**config.mk**
```make
export PLATFORM = sky130hd
export DESIGN_NAME = alu_share_arbiter
export DESIGN_NICKNAME = d
export VERILOG_FILES = /design/src/rtl/alu_share_arbiter.sv
export SDC_FILE = /design/constraint.sdc
export NUM_CORES = 1
export LEC_CHECK = 0
export ABC_CLOCK_PERIOD_IN_PS = 9300
export CAP_MARGIN = 25
export CELL_PAD_IN_SITES_DETAIL_PLACEMENT = 0
export CELL_PAD_IN_SITES_GLOBAL_PLACEMENT = 1
export CORE_UTILIZATION = 30
export CTS_BUF_LIST = sky130_fd_sc_hd__clkbuf_16
export CTS_CLUSTER_DIAMETER = 150
export CTS_CLUSTER_SIZE = 30
export DETAILED_ROUTE_END_ITERATION = 8
export PLACE_DENSITY = 0.95
export SYNTH_ARGS = -nofsm -noshare
export SYNTH_HDL_FRONTEND = slang
export SYNTH_SLANG_ARGS = --single-unit
```
**constraint.sdc**
```tcl
create_clock -name clk -period 9.3 [get_ports clk]
set_clock_uncertainty 0.05 [all_clocks]
set_input_delay 0.93 -clock clk [delete_from_list [all_inputs] [get_ports clk]]
set_output_delay 0.93 -clock clk [all_outputs]
set_load 0.01 [all_outputs]
```
**src/rtl/alu_share_arbiter.sv**
```systemverilog
// rtl/alu_share_arbiter.sv - round-robin share of one ALU between two requesters (optional grant counters: ALU_ARB_STATS_EN)
module alu_share_arbiter #(
   parameter int DW = 32
`ifdef ALU_ARB_STATS_EN
   ,
   parameter int CNT_W = 16
`endif
) (
   input  logic          clk,
   input  logic          reset,
   input  logic          req0_valid,
   output logic          req0_ready,
   input  logic [DW-1:0] req0_a,
   input  logic [DW-1:0] req0_b,
   input  logic [2:0]    req0_op,
   input  logic          req1_valid,
   output logic          req1_ready,
   input  logic [DW-1:0] req1_a,
   input  logic [DW-1:0] req1_b,
   input  logic [2:0]    req1_op,
   output logic [DW-1:0] alu_srca,
   output logic [DW-1:0] alu_srcb,
   output logic [2:0]    alu_ctrl,
   input  logic [DW-1:0] alu_result,
   input  logic          alu_zero,
   output logic          rsp_valid,
   input  logic          rsp_ready,
   output logic          rsp_id,
   output logic [DW-1:0] rsp_result,
   output logic          rsp_zero,
   output logic          rsp_err
`ifdef ALU_ARB_STATS_EN
   ,
   output logic [CNT_W-1:0] gnt_cnt0,
   output logic [CNT_W-1:0] gnt_cnt1
`endif
);

   typedef enum logic [1:0] {S_IDLE, S_EXEC, S_RESP} state_t;

   state_t        state, state_nxt;
   logic          ptr;      // preferred requester for the next grant
   logic          accept;
   logic          gnt_id;
   logic [DW-1:0] lat_a, lat_b;
   logic [2:0]    lat_op;
   logic          lat_id;

   // state register
   always_ff @(posedge clk or posedge reset) begin
      if (reset) state <= S_IDLE;
      else       state <= state_nxt;
   end

   // next state, grant selection and ready strobes; ready is held low during reset
   always_comb begin
      state_nxt  = state;
      accept     = 1'b0;
      gnt_id     = 1'b0;
      req0_ready = 1'b0;
      req1_ready = 1'b0;
      case (state)
         S_IDLE: begin
            if (!reset && (req0_valid || req1_valid)) begin
               accept     = 1'b1;
               gnt_id     = ptr ? req1_valid : ~req0_valid;
               req0_ready = ~gnt_id;
               req1_ready = gnt_id;
               state_nxt  = S_EXEC;
            end
         end
         S_EXEC:  state_nxt = S_RESP;
         S_RESP:  if (rsp_ready) state_nxt = S_IDLE;
         default: state_nxt = S_IDLE;
      endcase
   end

   // operand capture on accept, response capture at the end of the ALU cycle
   always_ff @(posedge clk or posedge reset) begin
      if (reset) begin
         ptr        <= 1'b0;
         lat_a      <= '0;
         lat_b      <= '0;
         lat_op     <= '0;
         lat_id     <= 1'b0;
         rsp_id     <= 1'b0;
         rsp_result <= '0;
         rsp_zero   <= 1'b0;
         rsp_err    <= 1'b0;
      end else begin
         if (accept) begin
            lat_a  <= gnt_id ? req1_a  : req0_a;
            lat_b  <= gnt_id ? req1_b  : req0_b;
            lat_op <= gnt_id ? req1_op : req0_op;
            lat_id <= gnt_id;
            ptr    <= ~gnt_id;
         end
         if (state == S_EXEC) begin
            rsp_id <= lat_id;
            // unsupported op codes: ALU outputs ignored, error flagged
            if (lat_op[2]) begin
               rsp_result <= '0;
               rsp_zero   <= 1'b0;
               rsp_err    <= 1'b1;
            end else begin
               rsp_result <= alu_result;
               rsp_zero   <= alu_zero;
               rsp_err    <= 1'b0;
            end
         end
      end
   end

`ifdef ALU_ARB_STATS_EN
   // saturating per-requester grant counters
   always_ff @(posedge clk or posedge reset) begin
      if (reset) begin
         gnt_cnt0 <= '0;
         gnt_cnt1 <= '0;
      end else if (accept) begin
         if (!gnt_id && gnt_cnt0 != {CNT_W{1'b1}}) gnt_cnt0 <= gnt_cnt0 + 1'b1;
         if (gnt_id  && gnt_cnt1 != {CNT_W{1'b1}}) gnt_cnt1 <= gnt_cnt1 + 1'b1;
      end
   end
`endif

   assign alu_srca  = lat_a;
   assign alu_srcb  = lat_b;
   assign alu_ctrl  = lat_op;
   assign rsp_valid = (state == S_RESP);

endmodule

```
==> metrics.csv <==
metric,value,unit
via_per_inst,4.91,
end_kind,output pin,
final_nets,893,
hold_viol,0,
drc,0,
setup_violations,0,
die_h,129,um
antenna_left,0,
ys_warn_count,0,
wl,15300,um
antenna_found_initial,0,
hold_depth,2,
max_freq,242,MHz
htree_levels,3,
synth.ff_latch_count,106,
outcome,finished clean,
insertedDiodeCount,0,
power_density,276,nW/um2
fin_crit_sh,44.5,%
p_total,2.22,mW
vias,4627,
path_clk_slew,0.08,ns
port_buffers,276,
fin_util,50.8,%
required,8.32,ns
crit_top_cell,clkdlybuf4s50_1,
cp.depth,5,
rsz0062_at_grt,no,
swShare,32.8,%
n_fill_cell,1510,
drive_gt1_share,7.16,%
hold_slack,0.430,ns
synth_cell_types,20,
p_seq_share,36.8,%
maxSlewViolCount,0,
fp.coreArea,15800,um2
postCtsHoldBufs,0,
path_class,primary input to output pin,
reg2reg_depth,4,
syn-instance-count,476,
cp_slowest_cell,clkdlybuf4s50_1,
critPathArrivalTime,3.16,ns
synth.avg_cell_area,10.2,um2
cp-start-kind,primary input,
seq_area_frac_synth,54.7,%
grt-ovfl-total,0,
clk_latency,0.35,ns
io_pins,277,
fin_crit,4.14,ns
cp_top_family,buffers and inverters,
syn-cell-area,4850,um2
crit_buf_inv,3,
cts_root_buf,clkbuf_16,
cts.path.max_buffers,2,
rows,46,
cts.sinks,106,
first_pass_iters,4,
cts_resized,0,
grt_usage,18.4,%
grt_pass1_vias,4505,
p_int,1.49,mW
maxSlewHeadroom,40.3,%
area_delta_synth_final,65.9,%
die_w,129,um
tightest_slew,0.895,ns
p_comb_share,45.6,%
die_area,16700,um2
use_met2,30.5,%
worstPathMaxFanout,68,
routedWlPerCell,16.3,um
cts_setup_buffers,0,
grt_max_degree,71,
slowest_delay,0.57,ns
maxCapViolCount,0,
fin_tns_setup,0,ns
cts_made_buffers,9,
routabilityCongestion,0.756,
synth_edf_count,0,
grt.busiest_layer,met2,
hp-class,flop to flop,
crit_chain,"clkdlybuf4s50_1, or3_2, buf_4, nor3b_2, clkdlybuf4s50_1",
cts_tree,yes,
power.share.clock,17.7,%
fin_cells,942,
dp_hpwl,10400,um
netSwitchingPower,0.729,mW
synthFlopType,dfrtp_1,
vdd_ir_drop_max,0.106,mV
met1_usage,22.1,%
p_leak,3.30,nW
use_met3,5.99,%
r2r_slack,7.06,ns
start_util,30.6,%
drt_iter0_drc,174,
grt_first_pass_wirelength,23700,um
synthArstFlopShare,100,%
dp_cells,925,
syn-num-nets,648,
-- worst reg2reg max path: stages, from the launching register on --
cell and delay, ns:
dfrtp_1 0.40, nor3_1 0.48, and3_2 0.29, buf_4 0.58
a221o_1 0.38
-- metal layers --
layer  part of all wire (%)  up-vias
li1                       -     2196
met1                     42     2215
met2                     47      194
met3                    8.8       22
met4                    2.2        0
met5                      0        -
-- cells in the mapped netlist, types with 2 or more instances --
cell type,number,area share (%)
dfrtp_1,106,55
nand2_1,102,7.9
a221o_1,67,14
nor3_1,49,5.1
nand2b_1,35,4.5
clkbuf_1,33,2.6
o21ai_0,30,3.1
nor3_2,19,3.9
buf_2,11,1.1
o21ai_1,6,0.62
inv_1,5,0.39
buf_6,4,0.93
a21oi_1,2,0.21
-- through the flow --
stage | setup WS [ns] | area [um2]
2_1_floorplan | 5.53 | 4850
3_3_place_gp | 5.22 | 7720
3_5_place_dp | 5.21 | 7720
4_1_cts | 5.20 | 8020
5_1_grt | 5.12 | 8040
6_report | 5.16 | 8040
-- worst paths after layout --
| path | start | endpoint |
|---|---|---|
| setup / recovery | reset | req1_ready |
| hold / removal | rsp_result[12] | rsp_result[12] |
| setup reg to reg | state[1] | alu_srcb[25] |
| hold reg to reg | rsp_result[12] | rsp_result[12] |
| max in group asynchronous | reset | alu_srca[22] |
| min in group asynchronous | reset | alu_srcb[22] |
-- layout by cell type, fill, tap and decap left out, types with 4 or more instances in the layout --
cell / count
clkdlybuf4s50_1: 275
dfrtp_1: 106
nand2_1: 102
a221o_1: 67
nor3_1: 49
nand2b_1: 34
o21ai_0: 30
nor3_2: 19
clkbuf_16: 9
buf_4: 7
o21ai_1: 5
inv_1: 4
-- kinds of logic (layout without fill, tap and decap cells) --
| kind of cell | count (synthesis) | in the layout | synth area share [%] |
|---|---|---|---|
| flops | 106 | 106 | 54.7 |
| mux | 1 | 1 | 0.232 |
| buf+inv | 55 | 305 | 5.24 |
| compound gates | 105 | 105 | 17.8 |
| simple gates | 209 | 209 | 22.0 |
-- power by group through the flow --
stage               Combinational [mW]  Clock, mW  Sequential, mW
detailed placement                1.02          0           0.821
floorplan                        0.344          0           0.898
finish                            1.01      0.392           0.816
global route                      1.09      0.418           0.845
global placement                  1.01          0           0.818
CTS                               1.02      0.405           0.819
-- final cells by class --
type                       count  area (um2)  area share, %
timing repair buffer         284        2830           35.2
tap                          216         270           3.36
clock inverter                 7        76.3          0.949
inverter                       5        21.3          0.265
clock buffer                   9         225           2.80
multi-input combinational    315        1960           24.4
sequential                   106        2650           33.0
-- registers in the layout, indices dropped and copies added (netlist names) --
name,cells
alu_srcb,32
lat_id,1
rsp_zero,1
rsp_result,32
ptr,1
alu_ctrl,3
rsp_err,1
state,2
alu_srca,32
rsp_id,1
No activity file was read; power rests on OpenSTA's default activity.
==> patch 1 (same settings) <==
Add a define of `ALU_ARB_STATS_EN`.
--- a/src/rtl/alu_share_arbiter.sv
+++ b/src/rtl/alu_share_arbiter.sv
@@ -1,4 +1,6 @@
 // rtl/alu_share_arbiter.sv - round-robin share of one ALU between two requesters (optional grant counters: ALU_ARB_STATS_EN)
+`define ALU_ARB_STATS_EN
+
 module alu_share_arbiter #(
    parameter int DW = 32
 `ifdef ALU_ARB_STATS_EN
Check against the original RTL (old outputs only; new: gnt_cnt0 and gnt_cnt1): equivalent (Yosys induction, for registers that start in step).
==> patch 1 against the original RTL <==
Sequential share of layout area grew 2.0 points. Routed wire length rose by 22%. Maximum frequency shrank 6.8%. Setup slack lost 0.30 ns. Sequential cell count is 32 higher. Area after synthesis up 22%. Highest routed layer unchanged. Power rose by 21%. Cell area rose by 23%.
==> patch 1: results (changes against the original RTL) <==
| Metric | Value |
|---|---|
| Fraction of area in registers | `34.9% (was 33.0%)` |
| Share of the yosys chip area belonging to registers | `58.3% (was 54.7%)` |
| Combined global-route utilization of all metal layers | `18.4% (about the same)` |
| Worst-path clk slew | `0.06 ns (was 0.08 ns)` |
| DRT Wirelength | `18.7 mm (was 15.3 mm)` |
| Largest net degree at the start of global routing | `77 (was 71)` |
| IO buf count | `308 (was 276)` |
| Area fraction of clock buffers and clock inverters | `5.80% (was 3.75%)` |
| Estimated wirelength of the detail-placed design | `12.9 mm (was 10.4 mm)` |
| Largest stage delay, worst path | `0.68 ns (was 0.57 ns)` |
| IR Drop Worst-Case VDD | `0.135 mV (was 0.106 mV)` |
| Number of buffers inserted during clock tree synthesis | `17 (was 9)` |
| Reported leakage power | `4.54 nW (was 3.30 nW)` |
| Pwr dens | `273 nW/um^2 (was 276 nW/um^2)` |
| Critical R2R Capture | `alu_srca[21] (was alu_srcb[25])` |
| List of most frequent post-synthesis cells | `sky130_fd_sc_hd__dfrtp_1, sky130_fd_sc_hd__inv_1, sky130_fd_sc_hd__a222oi_1 (was sky130_fd_sc_hd__dfrtp_1, sky130_fd_sc_hd__nand2_1, sky130_fd_sc_hd__a221o_1)` |
| First-pass GRT wire length | `28.7 mm (was 23.7 mm)` |
| Crit path to | `req0_ready (was req1_ready)` |
| Synthesized netlist net count | `708 (was 648)` |
| Portion of the layout cell area used by non-clock buffers | `32.3% (was 35.2%)` |
| Actual transition at the worst max-transition pin | `1.01 ns (was 0.895 ns)` |
| Met3 Resource Use GR | `4.48% (was 5.99%)` |
| CTS H-Tree Depth | `4 (was 3)` |
| Fraction of area in multi-input gates | `20.8% (was 24.4%)` |
| Multi-input gates | `287 (was 315)` |
| WHS Endpoint | `rsp_result[26] (was rsp_result[12])` |
| Layout buffer count excluding clock buffers | `316 (was 284)` |
| Signal inverters | `74 (was 5)` |
| Run status | `finished, final reports clean (unchanged)` |
| Worst Reg-to-Reg Cells | `6 (was 4)` |
| Total Nets Final | `1,008 (was 893)` |
| Met2 usage | `30.0% (was 30.5%)` |
| Number of global-route vias before repair | `5,273 (was 4,505)` |
| Fill count | `1,748 (was 1,510)` |
| Ratio of cells with drive above 1 in the final layout | `6.62% (was 7.16%)` |
| Top post-synthesis cells by area | `sky130_fd_sc_hd__dfrtp_1, sky130_fd_sc_hd__a222oi_1, sky130_fd_sc_hd__inv_1, sky130_fd_sc_hd__xor2_1, sky130_fd_sc_hd__nand2b_1 (was sky130_fd_sc_hd__dfrtp_1, sky130_fd_sc_hd__a221o_1, sky130_fd_sc_hd__nand2_1, sky130_fd_sc_hd__nor3_1, sky130_fd_sc_hd__nand2b_1)` |
| Startpoint of the worst hold path | `rsp_result[26] (was rsp_result[12])` |
==> patch 1: changes by cell type after synthesis, sizes merged, moves of 8 or more <==
cell and change:
inv +69, nor3 -58, clkbuf -9, a222oi +67, a221o -67, nand4 +8, nor4 +12, dfrtp +32
xor2 +29, nand2 -57, nand3 +11
==> patch 1: logic make-up (layout without fill, tap and decap cells) <==
kind of cell,Yosys count,in the layout,synth area share [%]
and+or+nand+nor,139,139,13.3
muxes,3,3,0.571
AOI/OAI and AO/OA,113,113,15.7
buffers and inverters,109,421,7.19
adders and majority gates,2,2,0.423
DFF,138,138,58.3
xor gates and xnor gates,30,30,4.44
==> patch 1: metal layers <==
layer | vias to the layer above | part of all wire [%]
met4 | 0 | 2.1
met3 | 27 | 7.1
li1 | 2533 | -
met1 | 2654 | 42
met5 | - | 0
met2 | 246 | 49
==> patch 1: power by group through the flow <==
| stage | sequential (mW) | combinational [mW] | clock, mW |
|---|---|---|---|
| floorplan | 1.07 | 0.316 | 0 |
| global placement | 0.979 | 1.03 | 0 |
| detailed placement | 0.983 | 1.05 | 0 |
| CTS | 0.982 | 1.06 | 0.687 |
| global route | 1.01 | 1.13 | 0.716 |
| finish | 0.982 | 1.04 | 0.667 |
==> patch 1: metrics by stage <==
step	hold slack [ns]	setup WS [ns]	instance area [um^2]	instances	power, mW
detailed placement	0.419	4.94	9280	1079	2.03
finish	0.426	4.86	9880	1111	2.69
global route	0.454	4.78	9880	1111	2.86
global placement	0.411	4.95	9240	1077	2.01
CTS	0.433	4.91	9860	1110	2.72
floorplan	0.428	4.62	5920	534	1.39
==> patch 2 (config.mk and constraints unchanged) <==
Made on the original files. The 3 states of `state_t` get a one-hot encoding in 3 bits.
--- a/src/rtl/alu_share_arbiter.sv
+++ b/src/rtl/alu_share_arbiter.sv
@@ -36,7 +36,7 @@
 `endif
 );
 
-   typedef enum logic [1:0] {S_IDLE, S_EXEC, S_RESP} state_t;
+   typedef enum logic [2:0] {S_IDLE = 3'b001, S_EXEC = 3'b010, S_RESP = 3'b100} state_t;
 
    state_t        state, state_nxt;
    logic          ptr;      // preferred requester for the next grant
Function: same outputs for any inputs over 4 cycles, from zero or initial values and one cycle with reset high; so few cycles prove little.
==> patch 2 against the original RTL <==
Power is 8.1% higher. Sequential cell count grew 1. Setup slack gained 0.055 ns. Utilization decreased by 0.72 points. Routed wire length grew 23%. Via count up 20%. Cell area grew 4.0%. Area after synthesis grew 6.6%. Largest cell class unchanged.
==> patch 2: results (changes against the original RTL) <==
| Metric | Value |
|---|---|
| IR Drop Worst-Case VDD | `0.104 mV (was 0.106 mV)` |
| Actual transition at the worst max-transition pin | `0.831 ns (was 0.895 ns)` |
| Estimated wirelength of the detail-placed design | `12.2 mm (was 10.4 mm)` |
| Number of global-route vias before repair | `5,465 (was 4,505)` |
| Synthesized netlist net count | `741 (was 648)` |
| Critical R2R Capture | `lat_id (was alu_srcb[25])` |
| Run status | `finished, final reports clean (unchanged)` |
| Drt first-iter violations | `394 (was 174)` |
| First-pass GRT wire length | `29.5 mm (was 23.7 mm)` |
| Critical path startpoint | `req0_valid (was reset)` |
| Share of total power consumed by net switching | `36.6% (was 32.8%)` |
| Ratio of routed vias to standard cells | `5.43 (was 4.91)` |
| Worst Reg-to-Reg Cells | `5 (was 4)` |
| Number of different library cells in the post-synthesis netlist | `26 (was 20)` |
| Post-placement cell area | `8030 um^2 (was 7720 um^2)` |
| Combined global-route utilization of all metal layers | `21.0% (was 18.4%)` |
| Complex-gate fraction of the synthesized area | `26.4% (was 17.8%)` |
| Post-placement worst setup slack | `5.01 ns (was 5.21 ns)` |
| Share of the yosys chip area belonging to registers | `51.8% (was 54.7%)` |
| Top post-synthesis cells by area | `sky130_fd_sc_hd__dfrtp_1, sky130_fd_sc_hd__a31oi_1, sky130_fd_sc_hd__o21ai_0, sky130_fd_sc_hd__nand3_1, sky130_fd_sc_hd__nand2b_1 (was sky130_fd_sc_hd__dfrtp_1, sky130_fd_sc_hd__a221o_1, sky130_fd_sc_hd__nand2_1, sky130_fd_sc_hd__nor3_1, sky130_fd_sc_hd__nand2b_1)` |
| Worst path arrival time | `3.10 ns (was 3.16 ns)` |
| Max FO, Critical Path | `35 (was 68)` |
| Achievable clock frequency | `245 MHz (was 242 MHz)` |
| Reported leakage power | `3.21 nW (was 3.30 nW)` |
| Reg2Reg Launch Point | `state[2] (was state[1])` |
| Final Instance Count excl. Fillers | `1,024 (was 942)` |
## patch 2: worst min-delay path, delay by kind of cell, from the launching register on
family	cells	cell delay, ns
AO/OA/AOI/OAI	1	0.06
AND/OR/NAND/NOR	1	0.05
flip-flops	1	0.34
## patch 2: worst min path at each step
stage / depth (start not counted) / slack, ns / from / to
floorplan: 1 / 0.41 / lat_id / lat_id
global placement: 2 / 0.41 / rsp_result[23] / rsp_result[23]
detailed placement: 2 / 0.42 / rsp_result[19] / rsp_result[19]
CTS: 2 / 0.44 / rsp_result[23] / rsp_result[23]
global route: 2 / 0.46 / rsp_result[14] / rsp_result[14]
finish: 2 / 0.43 / rsp_result[23] / rsp_result[23]
## patch 2: metal layers
layer | wire length (um) | vias to the layer above | GRT usage, % | share of wire, %
li1 | - | 2572 | - | -
met5 | 0 | - | 0 | 0
met3 | 1530 | 19 | 5.48 | 8.1
met2 | 9170 | 259 | 35.5 | 49
met1 | 7880 | 2714 | 26.4 | 42
met4 | 263 | 0 | 5.74 | 1.4
## patch 2: layout make-up
class                           instances  area [um^2]
Timing Repair Buffer                  288         2910
Antenna cell                            1         2.50
Clock inverter                          7         77.6
Sequential cell                       107         2680
Fill cell                            1574         8340
Multi-Input combinational cell        390         2190
Inverter                                2         10.0
Tap cell                              220          275
Clock buffer                            9          225
## patch 2: power groups by stage
stage | clock (mW) | combinational (mW) | sequential [mW]
2_1_floorplan | 0 | 0.455 | 0.902
3_3_place_gp | 0 | 1.18 | 0.801
3_5_place_dp | 0 | 1.20 | 0.814
4_1_cts | 0.410 | 1.20 | 0.806
5_1_grt | 0.426 | 1.30 | 0.830
6_report | 0.396 | 1.20 | 0.805
